===== src/rtl/hub75_slice_sequencer.sv =====
// HUB75 panel scan sequencer: for each theta slice, fetches and shifts every
// pixel of every scan row, then blanks, latches and shows that row.
`timescale 1ns/1ps

module hub75_slice_sequencer #(
  parameter int NUM_COLS    = 64,
  parameter int SCAN_RATE   = 32,
  parameter int SHOW_CYCLES = 16
) (
  input  logic                         clk_in,
  input  logic                         rst_in,
  input  logic                         slice_start,
  output logic                         pix_req,
  output logic [$clog2(SCAN_RATE)-1:0] pix_row,
  output logic [$clog2(NUM_COLS)-1:0]  pix_col,
  input  logic                         pix_valid,
  input  logic [2:0]                   pix_rgb0,
  input  logic [2:0]                   pix_rgb1,
  output logic [$clog2(SCAN_RATE)-1:0] hub75_addr,
  output logic [2:0]                   hub75_rgb0,
  output logic [2:0]                   hub75_rgb1,
  output logic                         hub75_clk,
  output logic                         hub75_latch,
  output logic                         hub75_OE,
  output logic                         busy,
  output logic                         overrun
);

  localparam int RW = $clog2(SCAN_RATE);
  localparam int CW = $clog2(NUM_COLS);
  localparam int SW = $clog2(SHOW_CYCLES + 1);
  localparam logic [RW-1:0] ROW_LAST  = RW'(SCAN_RATE - 1);
  localparam logic [CW-1:0] COL_LAST  = CW'(NUM_COLS - 1);
  localparam logic [SW-1:0] SHOW_LAST = SW'(SHOW_CYCLES - 1);

  typedef enum logic [2:0] {
    IDLE, FETCH, CLK_LO, CLK_HI, BLANK, LATCH, SHOW
  } state_t;

  state_t        state_q, state_d;
  logic [RW-1:0] row_q, row_d;
  logic [CW-1:0] col_q, col_d;
  logic [SW-1:0] show_q, show_d;
  logic          overrun_d;

  logic [RW-1:0] addr_q;
  logic [2:0]    rgb0_q, rgb1_q;
  logic          oe_q, latch_q, clk_q, req_q, busy_q, overrun_q;

  always_comb begin
    state_d   = state_q;
    row_d     = row_q;
    col_d     = col_q;
    show_d    = show_q;
    overrun_d = slice_start && (state_q != IDLE);
    case (state_q)
      IDLE: begin
        if (slice_start) begin
          row_d   = '0;
          col_d   = '0;
          state_d = FETCH;
        end
      end
      FETCH: begin
        if (pix_valid) state_d = CLK_LO;
      end
      CLK_LO: state_d = CLK_HI;
      CLK_HI: begin
        if (col_q == COL_LAST) begin
          col_d   = '0;
          state_d = BLANK;
        end else begin
          col_d   = col_q + 1'b1;
          state_d = FETCH;
        end
      end
      BLANK: state_d = LATCH;
      LATCH: begin
        show_d  = '0;
        state_d = SHOW;
      end
      SHOW: begin
        if (show_q == SHOW_LAST) begin
          show_d = '0;
          if (row_q == ROW_LAST) begin
            state_d = IDLE;
          end else begin
            row_d   = row_q + 1'b1;
            state_d = FETCH;
          end
        end else begin
          show_d = show_q + 1'b1;
        end
      end
      default: state_d = IDLE;
    endcase
  end

  // Panel strobes are decoded from the next state so every output is a flop
  // that lines up exactly with the state it belongs to.
  always_ff @(posedge clk_in or negedge rst_in) begin
    if (!rst_in) begin
      state_q   <= IDLE;
      row_q     <= '0;
      col_q     <= '0;
      show_q    <= '0;
      addr_q    <= '0;
      rgb0_q    <= '0;
      rgb1_q    <= '0;
      oe_q      <= 1'b1;
      latch_q   <= 1'b0;
      clk_q     <= 1'b0;
      req_q     <= 1'b0;
      busy_q    <= 1'b0;
      overrun_q <= 1'b0;
    end else begin
      state_q   <= state_d;
      row_q     <= row_d;
      col_q     <= col_d;
      show_q    <= show_d;
      oe_q      <= (state_d != SHOW);
      latch_q   <= (state_d == LATCH);
      clk_q     <= (state_d == CLK_HI);
      req_q     <= (state_d == FETCH);
      busy_q    <= (state_d != IDLE);
      overrun_q <= overrun_d;
      if (state_d == LATCH) addr_q <= row_q;
      if (state_q == FETCH && pix_valid) begin
        rgb0_q <= pix_rgb0;
        rgb1_q <= pix_rgb1;
      end
    end
  end

  assign pix_req     = req_q;
  assign pix_row     = row_q;
  assign pix_col     = col_q;
  assign hub75_addr  = addr_q;
  assign hub75_rgb0  = rgb0_q;
  assign hub75_rgb1  = rgb1_q;
  assign hub75_clk   = clk_q;
  assign hub75_latch = latch_q;
  assign hub75_OE    = oe_q;
  assign busy        = busy_q;
  assign overrun     = overrun_q;

endmodule


===== config.mk =====
export PLATFORM = sky130hd
export DESIGN_NAME = hub75_slice_sequencer
export DESIGN_NICKNAME = d
export VERILOG_FILES = /design/src/rtl/hub75_slice_sequencer.sv
export SDC_FILE = /design/constraint.sdc
export NUM_CORES = 1
export LEC_CHECK = 0
export CAP_MARGIN = 5
export CORE_UTILIZATION = 45
export CTS_BUF_LIST = sky130_fd_sc_hd__clkbuf_4 sky130_fd_sc_hd__clkbuf_8 sky130_fd_sc_hd__clkbuf_16
export CTS_CLUSTER_DIAMETER = 50
export DETAILED_ROUTE_END_ITERATION = 12
export GPL_ROUTABILITY_DRIVEN = 0
export PLACE_DENSITY = 0.75
export SYNTH_ARGS = -nofsm -noshare
export SYNTH_HDL_FRONTEND = slang
export SYNTH_SLANG_ARGS = --single-unit
export TNS_END_PERCENT = 5

===== constraint.sdc =====
create_clock -name clk_in -period 1.65 [get_ports clk_in]
set_input_delay 0.33 -clock clk_in [delete_from_list [all_inputs] [get_ports clk_in]]
set_output_delay 0.33 -clock clk_in [all_outputs]
set_load 0.02 [all_outputs]

==> results_dict.tcl <==
set metrics [dict create \
    ctsHoldBuffers 0 \
    num-fill-cells 315 \
    fin_crit_ns 1.73 \
    placed_area_um2 2300 \
    synth_edf_count 0 \
    htreeDepth 2 \
    routed_wl_mm 4.01 \
    synth_ff_type "dfrtp_1" \
    setup_tns_ns -0.401 \
    tightest_slew_ns 0.371 \
    async_flop_share_pct 100 \
    layout_common_cells "dfrtp_1, clkdlybuf4s50_1, buf_4, nand2_1, dlygate4sd2_1" \
    synth_nets 171 \
    ys_ff_latch 36 \
    routed_via_density 5.37 \
    setup-violations-final 8 \
    nets 227 \
    syn_area_per_cell_um2 11.0 \
    pwr_density_cell_nw_per_um2 1470 \
    io_pins 38 \
    maxCapViolCount 0 \
    clk_pin_slew_ns 0.08 \
    clk_latency_ns 0.29 \
    relSlewSlack_pct 75.2 \
    synth_cells 157 \
    pre_cts_slack_ns -0.227 \
    syn_area_um2 1730 \
    cts_made_buffers 5 \
    drtAntennaViolNets 0 \
    firstDrtPassIters 4 \
    die_w_um 64.0 \
    ir_drop_v 0.000794 \
    worstSetupPathType "reg -> reg" \
    yosysUniqueCellTypes 43 \
    root_buffer "clkbuf_8" \
    rrSetupSlack_ns -0.08 \
    crit_path_end_kind "register" \
    grt_use_total_pct 22.9 \
    cts_buffer_depth 2 \
    hold_path_class "in -> async" \
    grt_overflow 0 \
    worst_slack_ns -0.0799 \
    regToRegStartpoint "pix_row[1]$_DFFE_PN0P_" \
    start_util_pct 46.9 \
    seqCellArea_um2 905 \
    rsz0062_at_grt "yes" \
    dieArea_um2 4100 \
    multi_input_area_um2 813 \
    grt_pass1_wl_mm 6.96 \
    ys_seq_area_share_pct 52.1 \
    num_vias 1407 \
    cellLeakagePower_nw 1.09 \
    layout_commonest_cell "dfrtp_1" \
    cp.arrival_ns 1.93 \
    ys.warnings.count 0 \
    max_clock_freq_mhz 578 \
    diodes 0 \
    fin_crit_sh_pct 105 \
    wl_per_cell_um 15.3 \
    violations "setup timing" \
    final_hold_viol_count 0 \
    area_growth_pct 39.6 \
    dp_hpwl_mm 3.04 \
    yosysTopAreaCell "dfrtp_1" \
    netlist_top_cells_area "dfrtp_1, mux2_1, ha_1, o21ai_0, nand3_1" \
    skew_ns 0.00688 \
    drv_slew 0 \
    antenna_found_initial 0 \
    route.detailed.drc 0 \
    cts_tree "yes" \
    cts.sinks 36 \
    die_h_um 64.0 \
    drive_gt1_share_pct 20.1 \
    worstPathRequired_ns 1.85 \
    grt_pass1_vias 1474 \
    timing.rr.end "pix_req$_DFF_PN0_" \
    cp_max_fo 4 \
    reg2reg_depth 7 \
    core_area_um2 3690 \
    grt_max_degree 21 \
    design_area_um2 2420 \
    yosysTopAreaCellShare_pct 50.6 \
    detail_route.iter0.violations 45 \
    crit_path_start_kind "register" \
    num_rows 22 \
    outcome "complete, but fails checks" \
    port_buffers 37 \
]
## through the flow
step	utilization [%]	total power [mW]	cells	hold slack [ns]
final	65.5	3.56	262	0.377
after global routing	65.5	3.77	262	0.396
after global placement	62.4	2.77	254	0.466
after CTS	65.5	3.58	262	0.385
after detailed placement	62.4	2.84	254	0.477
after floorplan	-	2.18	157	0.0344
## Yosys cell counts (2+ instances only)
library cell	number
nor2_1	9
nor4b_2	2
a22o_1	5
xnor2_1	3
mux2_1	11
nand2_1	12
a21oi_1	3
o31ai_1	2
nand2b_1	3
buf_2	5
inv_1	7
a21boi_0	2
nor3_1	3
nand3_1	9
ha_1	4
a31oi_1	2
nand4bb_1	2
dfrtp_1	35
o21ai_0	10
and3_1	5
## per-layer routing
metal	vias up	track usage [%]	routed length [µm]
li1	670	-	-
met1	693	28.0	1730
met2	35	37.6	2040
met5	-	0	0
met3	9	6.96	159
met4	0	9.38	83
## kinds of logic (layout without fill, tap and decap cells)
logic type,Yosys count,count (layout),synth area share (%)
AO/OA/AOI/OAI,31,31,12.1
multiplexers,13,13,8.38
XOR/XNOR,3,3,1.52
buffers and inverters,15,72,4.05
flip-flops,36,36,52.1
AND/OR/NAND/NOR,55,55,19.0
adder cells (fa/ha/maj),4,4,2.89
## state kept, by name, indices dropped and copies added, names as in the netlist
register     count
hub75_latch      1
pix_row          5
busy             1
hub75_clk        1
show_q           5
hub75_rgb0       3
pix_req          1
overrun          1
hub75_addr       5
hub75_rgb1       3
pix_col          6
hub75_OE         1
state_q          3
## report_power, final
part	internal [mW]	switching [mW]	leakage, nW
sequential	1.11	0.201	0.463
clock	0.447	0.332	0.0541
combinational	0.684	0.779	0.575
total	2.25	1.31	1.09
## worst max path at each step
stage / start / slack (ns) / cells past startpoint / endpoint
after floorplan: pix_row[1]$_DFFE_PN0P_ / -0.08 / 7 / pix_req$_DFF_PN0_
after global placement: slice_start / -0.18 / 5 / pix_col[5]$_DFFE_PN0P_
after detailed placement: slice_start / -0.23 / 5 / pix_req$_DFF_PN0_
after CTS: pix_row[1]$_DFFE_PN0P_ / -0.09 / 7 / pix_req$_DFF_PN0_
after global routing: pix_row[1]$_DFFE_PN0P_ / -0.18 / 7 / pix_req$_DFF_PN0_
final: pix_row[1]$_DFFE_PN0P_ / -0.08 / 7 / pix_req$_DFF_PN0_
## area by class of cell
class                   instances  share of cell area [%]
clock inverters                 3                    1.76
well taps                      48                    2.48
inverters                       8                    1.24
repair buffers                 56                    20.6
clock buffers                   5                    2.85
flip-flops and latches         36                    37.4
multi-input cells             106                    33.6
## timing repair
action / 4_1_cts / 5_1_grt
gates resized for setup: 14 / 0
cloned: 0 / 0
setup endpoints to repair: 20 / 13
pin swaps: 2 / 0
buffers inserted: 0 / 0
## worst max-delay path: stages (launching register included)
cell	delay [ns]
dfrtp_2	0.43
ha_4	0.17
and3_4	0.18
ha_4	0.14
nand4bb_4	0.22
o21ai_4	0.18
a31oi_2	0.07
nor4b_2	0.25
No activity file was read; power rests on OpenSTA's default activity.
